`config.mk`:
```
export PLATFORM = sky130hd
export DESIGN_NAME = mem_stage
export DESIGN_NICKNAME = d
export VERILOG_FILES = /design/src/rtl/mem_stage_pkg.sv /design/src/rtl/mem_stage_load_align.sv /design/src/rtl/mem_stage.sv
export SDC_FILE = /design/constraint.sdc
export NUM_CORES = 1
export LEC_CHECK = 0
export CAP_MARGIN = 20
export CORE_ASPECT_RATIO = 1.75
export CORE_MARGIN = 1.5
export CORE_UTILIZATION = 25
export CTS_BUF_LIST = sky130_fd_sc_hd__clkbuf_8
export CTS_CLUSTER_SIZE = 25
export DETAILED_ROUTE_END_ITERATION = 12
export DONT_BUFFER_PORTS = 1
export SETUP_SLACK_MARGIN = 0.4
export SLEW_MARGIN = 40
export SYNTH_ARGS = -nofsm -noshare
export SYNTH_HDL_FRONTEND = slang
export SYNTH_SLANG_ARGS = --single-unit
```
`constraint.sdc`:
```
create_clock -name clk -period 6.1 [get_ports clk]
set_input_delay 1.22 -clock clk [delete_from_list [all_inputs] [get_ports clk]]
set_output_delay 1.22 -clock clk [all_outputs]
set_load 0.005 [all_outputs]
```
`src/rtl/mem_stage_pkg.sv`:
```
// Shared types and constants for the MEM pipeline stage.
// Bus widths, stall encoding, load type codes and bus bundles.
package mem_stage_pkg;

    localparam int EX_TO_MEM_WD = 145;
    localparam int MEM_TO_WB_WD = 136;
    localparam int MEM_TO_RF_WD = 104;
    localparam int STALL_WD     = 6;

    localparam int STALL_EX  = 3;
    localparam int STALL_MEM = 4;

    localparam logic STOP    = 1'b1;
    localparam logic NO_STOP = 1'b0;

    localparam logic [2:0] LD_LW  = 3'd0;
    localparam logic [2:0] LD_LB  = 3'd1;
    localparam logic [2:0] LD_LBU = 3'd2;
    localparam logic [2:0] LD_LH  = 3'd3;
    localparam logic [2:0] LD_LHU = 3'd4;

    typedef struct packed {
        logic        we_hi;
        logic        we_lo;
        logic [31:0] hi;
        logic [31:0] lo;
        logic [31:0] pc;
        logic        data_ram_en;
        logic [3:0]  data_ram_wen;
        logic [2:0]  ld_type;
        logic        sel_rf_res;
        logic        rf_we;
        logic [4:0]  rf_waddr;
        logic [31:0] ex_result;
    } ex_mem_t;

    typedef struct packed {
        logic        we_hi;
        logic        we_lo;
        logic [31:0] hi;
        logic [31:0] lo;
        logic [31:0] pc;
        logic        rf_we;
        logic [4:0]  rf_waddr;
        logic [31:0] rf_wdata;
    } mem_wb_t;

    typedef struct packed {
        logic        we_hi;
        logic        we_lo;
        logic [31:0] hi;
        logic [31:0] lo;
        logic        rf_we;
        logic [4:0]  rf_waddr;
        logic [31:0] rf_wdata;
    } mem_rf_t;

    function automatic logic [31:0] ext8(input logic [7:0] b,
                                         input logic       sgn);
        return {{24{sgn & b[7]}}, b};
    endfunction

    function automatic logic [31:0] ext16(input logic [15:0] h,
                                          input logic        sgn);
        return {{16{sgn & h[15]}}, h};
    endfunction

endpackage

```
`src/rtl/mem_stage_load_align.sv`:
```
// Load data alignment: picks byte/half from SRAM word and extends it.
// Ports: rdata, offset[1:0], ld_type[2:0] in; data[31:0] out.
module load_align
    import mem_stage_pkg::*;
(
    input  logic [31:0] rdata,
    input  logic [1:0]  offset,
    input  logic [2:0]  ld_type,
    output logic [31:0] data
);

    logic [7:0]  byte_sel;
    logic [15:0] half_sel;

    always_comb begin
        byte_sel = rdata[7:0];
        unique case (offset)
            2'd0: byte_sel = rdata[7:0];
            2'd1: byte_sel = rdata[15:8];
            2'd2: byte_sel = rdata[23:16];
            2'd3: byte_sel = rdata[31:24];
        endcase
    end

    // Halfword loads use offset[1] only; offset[0] is ignored.
    assign half_sel = offset[1] ? rdata[31:16] : rdata[15:0];

    // Unlisted codes fall back to a full-word load.
    always_comb begin
        data = rdata;
        unique case (1'b1)
            ld_type == LD_LB:  data = ext8(byte_sel, 1'b1);
            ld_type == LD_LBU: data = ext8(byte_sel, 1'b0);
            ld_type == LD_LH:  data = ext16(half_sel, 1'b1);
            ld_type == LD_LHU: data = ext16(half_sel, 1'b0);
            default:           data = rdata;
        endcase
    end

endmodule

```
`src/rtl/mem_stage.sv`:
```
// MEM pipeline stage: EX->MEM register, load extract, WB/forward buses.
// Ports: clk, rst, stall, ex_to_mem_bus, data_sram_rdata in;
//        mem_to_wb_bus, mem_to_rf_bus, mem_is_load out.
module mem_stage
    import mem_stage_pkg::*;
(
    input  logic                    clk,
    input  logic                    rst,
    input  logic [STALL_WD-1:0]     stall,
    input  logic [EX_TO_MEM_WD-1:0] ex_to_mem_bus,
    input  logic [31:0]             data_sram_rdata,
    output logic [MEM_TO_WB_WD-1:0] mem_to_wb_bus,
    output logic [MEM_TO_RF_WD-1:0] mem_to_rf_bus,
    output logic                    mem_is_load
);

    ex_mem_t     r;
    logic        hold_valid;
    logic [31:0] hold_data;
    logic [31:0] ld_src;
    logic [31:0] ld_data;
    logic [31:0] rf_wdata;
    logic        ex_stop;
    logic        mem_stop;
    mem_wb_t     wb;
    mem_rf_t     fw;
    logic        unused_bits;

    assign ex_stop  = stall[STALL_EX] == STOP;
    assign mem_stop = stall[STALL_MEM] == STOP;

    assign mem_is_load = r.data_ram_en & r.sel_rf_res;

    // hold_data keeps the first read word of a stalled load, since
    // the SRAM output is only valid in the cycle the load arrives.
    always_ff @(posedge clk or posedge rst) begin
        if (rst) begin
            r          <= '0;
            hold_valid <= 1'b0;
            hold_data  <= '0;
        end else if (ex_stop && !mem_stop) begin
            r          <= '0;
            hold_valid <= 1'b0;
        end else if (!ex_stop) begin
            r          <= ex_mem_t'(ex_to_mem_bus);
            hold_valid <= 1'b0;
        end else if (mem_stop && mem_is_load && !hold_valid) begin
            hold_data  <= data_sram_rdata;
            hold_valid <= 1'b1;
        end
    end

    assign ld_src = hold_valid ? hold_data : data_sram_rdata;

    load_align u_align (
        .rdata   (ld_src),
        .offset  (r.ex_result[1:0]),
        .ld_type (r.ld_type),
        .data    (ld_data)
    );

    assign rf_wdata = r.sel_rf_res ? ld_data : r.ex_result;

    always_comb begin
        wb          = '0;
        wb.we_hi    = r.we_hi;
        wb.we_lo    = r.we_lo;
        wb.hi       = r.hi;
        wb.lo       = r.lo;
        wb.pc       = r.pc;
        wb.rf_we    = r.rf_we;
        wb.rf_waddr = r.rf_waddr;
        wb.rf_wdata = rf_wdata;
    end

    always_comb begin
        fw          = '0;
        fw.we_hi    = r.we_hi;
        fw.we_lo    = r.we_lo;
        fw.hi       = r.hi;
        fw.lo       = r.lo;
        fw.rf_we    = r.rf_we;
        fw.rf_waddr = r.rf_waddr;
        fw.rf_wdata = rf_wdata;
    end

    assign mem_to_wb_bus = wb;
    assign mem_to_rf_bus = fw;

    // Store strobes are consumed by EX; other stall bits belong elsewhere.
    assign unused_bits = ^{r.data_ram_wen, stall[5], stall[2:0]};

endmodule

```
==> flow_summary.ini, run 1 <==
[synthesis]
synth_top_area_share_pct = 43.5
syn_area_um2 = 10000
async_flop_share_pct = 100
synthFlopType = dfrtp_1
seq_area_frac_synth_pct = 43.5
synth-edff-count = 0
yosysWarningCount = 0
synth_area_leaders = dfrtp_1 (44%), buf_4 (16%), o21ai_0 (7.2%)
avgSynthCellArea_um2 = 9.14
synth_top_cell_by_area = dfrtp_1
synthCells = 1095
syn_nets = 1280
ys_types = 49
ys_ff_latch = 174

[floorplan]
design.die.area_um2 = 41300
core_area_um2 = 39400
die_x_um = 154
die_h_um = 268
ios = 426
fp-row-count = 96
initial_core_util_pct = 25.4

[place]
hpwl_um = 20500
place_congestion = 0.845
post-place-cells = 1316
place.port_buffers = 0
dp_slack_ns = 2.18

[clock_network]
clk_latency_ns = 0.48
cts-root-buf = clkbuf_8
post_cts.repair.setup_buffers = 0
hold_buffers = 0
cts_resized = 0
numCtsBuffers = 17
cts.path.max_buffers = 2
htreeDepth = 4
cts_tree = yes
cts.sinks = 174
path_clk_slew_ns = 0.10

[route]
vias_per_cell = 4.73
antenna_left = 0
wl_per_cell_um = 20.5
drt_pass1_iterations = 5
drc = 0
num_vias = 6386
drt_wl_total_um = 27700
drtIter0Drc = 431

[cells_and_area]
nets = 1030
syn2layout_area_growth_pct = -7.26
drive_above_1_share_pct = 11.0
finalNonFillerCells = 1349

[timing]
period_minus_slack_ns = 4.21
slew_headroom_pct = 49.9
tightestPinTransition_ns = 0.752
fin_crit_sh_pct = 69.0
drv_slew = 0
rsz0062_at_grt = no
fin_ws_ns = 1.89
fin_worst_skew_ns = 0.0134
max_freq_mhz = 238
setup_viol = 0
holdWs_ns = 0.485
hold_viol_final = 0
finalSetupTns_ns = 0

[power]
finalPower_uw = 2600
p_leak_uw = 0.00414
peakVddDrop_mv = 0.120
p_per_area_nw_per_um2 = 280

[global_routing]
overflow = 0
track_usage_pct = 13.3
grt_max_degree = 246
antenna_found_initial = 2
grt_pass1_wl_um = 40900
grt_pass1_vias = 6340

[worst_setup_path]
cp_max_fo = 23
crit_path_end_kind = output port
worstPathRequired_ns = 4.88
crit_type = flip-flop to output port
startpoint_type = flip-flop
cp.arrival_ns = 2.99

[status]
run_status = complete, no violations

[worst_hold_path]
hp-class = flip-flop to flip-flop

[flow_run]
maxCapViolations = 0
## worst max-delay path, cell delays in order, from the launching register on
cell	delay, ns
dfrtp_2	0.80
buf_4	0.47
mux2i_1	0.58
nand2_1	0.11
a32o_1	0.31
o22a_1	0.23
## cell families after synthesis
logic type / Yosys count / synth area share (%)
AOI/OAI and AO/OA: 204 / 13.1
xor gates and xnor gates: 1 / 0.0875
buffers and inverters: 426 / 24.4
DFF: 174 / 43.5
muxes: 72 / 8.46
and+or+nand+nor: 218 / 10.4
## placed cells by master, fill, tap and decap left out, types with 3 or more instances in the layout
cell	count
a211o_1	5
a31oi_1	3
and2_1	4
and3b_1	3
buf_4	7
clkbuf_8	19
clkinv_4	3
clkinvlp_4	4
dfrtp_1	173
inv_1	147
mux2_2	36
mux2i_1	28
mux4_2	6
nand2_1	48
nand2b_1	4
nand3_1	112
nor2_1	30
nor3_1	3
o2111ai_1	3
o21ai_0	144
o22a_1	5
o2bb2ai_1	3
o311ai_1	5
o32a_1	19
## state kept, by name (all words and copies together) (netlist names)
signal / cells
mem_to_rf_bus: 72
r: 37
hold_data: 32
mem_to_wb_bus: 32
hold_valid: 1
## cell usage after synthesis, types with 6 or more instances
library cell,n
inv_1,147
mux2_2,36
buf_2,8
buf_1,17
dfrtp_1,174
nor2_1,31
nand2_1,48
clkbuf_1,36
mux2i_1,28
buf_4,213
o21ai_0,144
nand3_1,112
o32a_1,19
mux4_2,6
## report_power, final
group	leakage [uW]	internal, uW	switching [uW]
Clock	0.000204	394	472
Sequential	0.00219	1280	118
Combinational	0.00174	145	197
Total	0.00414	1820	787
## final timing paths
path	slack (ns)	end	depth (start not counted)	start
max reg2reg	3.88	hold_data[22]$_DFFE_PP0P_	6	r[38]$_DFFE_PP0N_
min reg2reg	0.48	r[46]$_DFFE_PP0N_	2	r[46]$_DFFE_PP0N_
min	0.48	r[46]$_DFFE_PP0N_	2	r[46]$_DFFE_PP0N_
max	1.89	mem_to_rf_bus[12]	5	hold_valid$_DFFE_PP0P_
min in group asynchronous	0.69	hold_data[26]$_DFFE_PP0P_	2	rst
max in group asynchronous	4.79	r[23]$_DFFE_PP0N_	3	rst
## per-layer routing
metal	vias to the layer above	GRT usage (%)	wire length, um
met5	-	0	0
met2	301	22.2	13800
met1	3157	15.9	11100
li1	2897	-	-
met3	31	3.87	1930
met4	0	6.08	832
## cell type report
type / count / area (um2)
fillers: 4266 / 30100
diodes: 1 / 2.50
repair buffers: 10 / 128
inverters: 147 / 556
well taps: 490 / 613
flip-flops and latches: 174 / 4360
multi-input cells: 495 / 3210
clock inverters: 13 / 153
clock buffers: 19 / 262
## through the flow
stage                     instance area, um2  util, %
after global routing                    9280     23.6
after global placement                  8810     22.4
after CTS                               9280     23.5
after detailed placement                8860     22.5
final                                   9280     23.6
after floorplan                        10000        -
Note: power is estimated with default switching activity, not from simulation.
==> run 2: changes to the inputs <==
Clock period 6.1 ns to 3.9 ns, I/O delays scaled along.
==> flow_summary.ini, run 2 (synthesis gave the netlist of run 1 again) <==
[status]
run_status = complete, no violations

[floorplan]
core_area_um2 = 39400
die_h_um = 268
die_x_um = 154
initial_core_util_pct = 25.4
fp-row-count = 96
ios = 426
design.die.area_um2 = 41300

[global_routing]
overflow = 0
grt_max_degree = 246
track_usage_pct = 13.3
grt_pass1_wl_um = 40300
antenna_found_initial = 3
grt_pass1_vias = 6244

[route]
vias_per_cell = 4.72
drtIter0Drc = 518
antenna_left = 0
drt_pass1_iterations = 5
drc = 0
wl_per_cell_um = 20.5
num_vias = 6373
drt_wl_total_um = 27700

[clock_network]
cts-root-buf = clkbuf_8
cts_tree = yes
cts.path.max_buffers = 2
cts.sinks = 174
numCtsBuffers = 17
clk_latency_ns = 0.49
hold_buffers = 0
htreeDepth = 4
path_clk_slew_ns = 0.10

[timing]
hold_viol_final = 0
finalSetupTns_ns = 0
fin_crit_sh_pct = 86.1
fin_worst_skew_ns = 0.0141
period_minus_slack_ns = 3.36
drv_slew = 0
rsz0062_at_grt = no
max_freq_mhz = 298
tightestPinTransition_ns = 0.761
setup_viol = 0
slew_headroom_pct = 49.1

[worst_setup_path]
startpoint_type = flip-flop
crit_type = flip-flop to output port
slowest_delay_ns = 0.54
cp_max_fo = 24
worstPathRequired_ns = 3.12
path_cells = and2b_1, a2111oi_4, o41ai_4, buf_4, o32a_1
slowest_stage = dfrtp_4
cp.arrival_ns = 2.58
crit_path_end_kind = output port

[place]
place_congestion = 0.830
hpwl_um = 20400
post-place-cells = 1316
place.port_buffers = 0

[power]
switching_share_pct = 31.9
seqPwrFrac_pct = 55.3
power_switching_uw = 1260
p_leak_uw = 0.00411
pwr-share-clk_pct = 31.2
peakVddDrop_mv = 0.154
power_frac_comb_pct = 13.5
finalPower_uw = 3940
p_per_area_nw_per_um2 = 428
internal_power_uw = 2690

[worst_hold_path]
hp-class = primary input to asynchronous set/reset pin

[cells_and_area]
largest_reg_flops = 72
layout.cells.most_common_list = dfrtp_1 (172), inv_1 (146), o21ai_0 (144)
finalNonFillerCells = 1350
nets = 1031
syn2layout_area_growth_pct = -7.86
drive_above_1_share_pct = 11.3
final_common_cell = dfrtp_1

[flow_run]
maxCapViolations = 0
run 2: cell count changes in the layout (fill, tap and decap cells not counted), sizes merged:
cell	previous run	this run
inv	151	156
clkbuf	19	17
buf	10	11
clkinvlp	4	3
bufinv	2	0
run 2: repair_timing:
action,4_1_cts,5_1_grt
pin swaps,0,0
setup buffers,0,1
endpoints found under the setup margin,48,14
cloned,0,0
resized for setup,2,0
run 2: layout make-up:
class / instances / area (um2)
fill: 4257 / 30200
tap: 490 / 613
timing repair buffer: 11 / 120
inverter: 147 / 556
multi-input combinational: 495 / 3210
clock buffer: 17 / 234
antenna: 1 / 2.50
sequential: 174 / 4360
clock inverter: 15 / 125
run 2: through the flow:
step | setup slack [ns] | instance area (um2) | hold slack (ns) | utilization [%]
after floorplan | 0.895 | 10000 | 0.442 | -
final | 0.541 | 9220 | 0.272 | 23.4
after CTS | 0.402 | 9210 | 0.236 | 23.4
after detailed placement | 0.710 | 8850 | 0.465 | 22.5
after global placement | 0.768 | 8850 | 0.461 | 22.5
after global routing | 0.410 | 9220 | 0.264 | 23.4
run 2: final timing paths:
check | start | slack, ns | cells after the start | end
hold reg to reg | r[46]$_DFFE_PP0N_ | 0.48 | 2 | r[46]$_DFFE_PP0N_
setup reg to reg | r[38]$_DFFE_PP0N_ | 1.87 | 5 | hold_data[21]$_DFFE_PP0P_
max in group asynchronous | rst | 3.00 | 2 | r[0]$_DFFE_PP0N_
hold / removal | rst | 0.27 | 2 | mem_to_wb_bus[40]$_DFFE_PP0N_
min in group clk | stall[3] | 0.40 | 1 | mem_to_rf_bus[90]$_DFFE_PP0N_
setup / recovery | r[0]$_DFFE_PP0N_ | 0.54 | 5 | mem_to_rf_bus[23]
run 2: worst max-delay path: cells and delay by family, from the launching register on:
family                 cells  cell delay [ns]
AO/OA/AOI/OAI              3             1.04
buffers and inverters      1             0.26
flip-flops                 1             0.54
AND/OR/NAND/NOR            1             0.23
run 2: power groups by stage:
| stage | logic (uW) | registers [uW] | clock network, uW |
|---|---|---|---|
| global route | 591 | 2210 | 1380 |
| global placement | 520 | 2210 | 0 |
| CTS | 535 | 2190 | 1320 |
| floorplan | 719 | 2120 | 0 |
| detailed placement | 535 | 2220 | 0 |
| finish | 532 | 2180 | 1230 |
run 2: routing by layer:
layer  up-vias  global-route usage (%)  wire [um]  share of wire, %
met5         -                       0         23             0.083
met4         4                    6.34        921               3.3
met3        43                    4.69       2170               7.8
met2       344                    21.7      13700                49
met1      3081                    15.4      10900                39
li1       2901                       -          -                 -
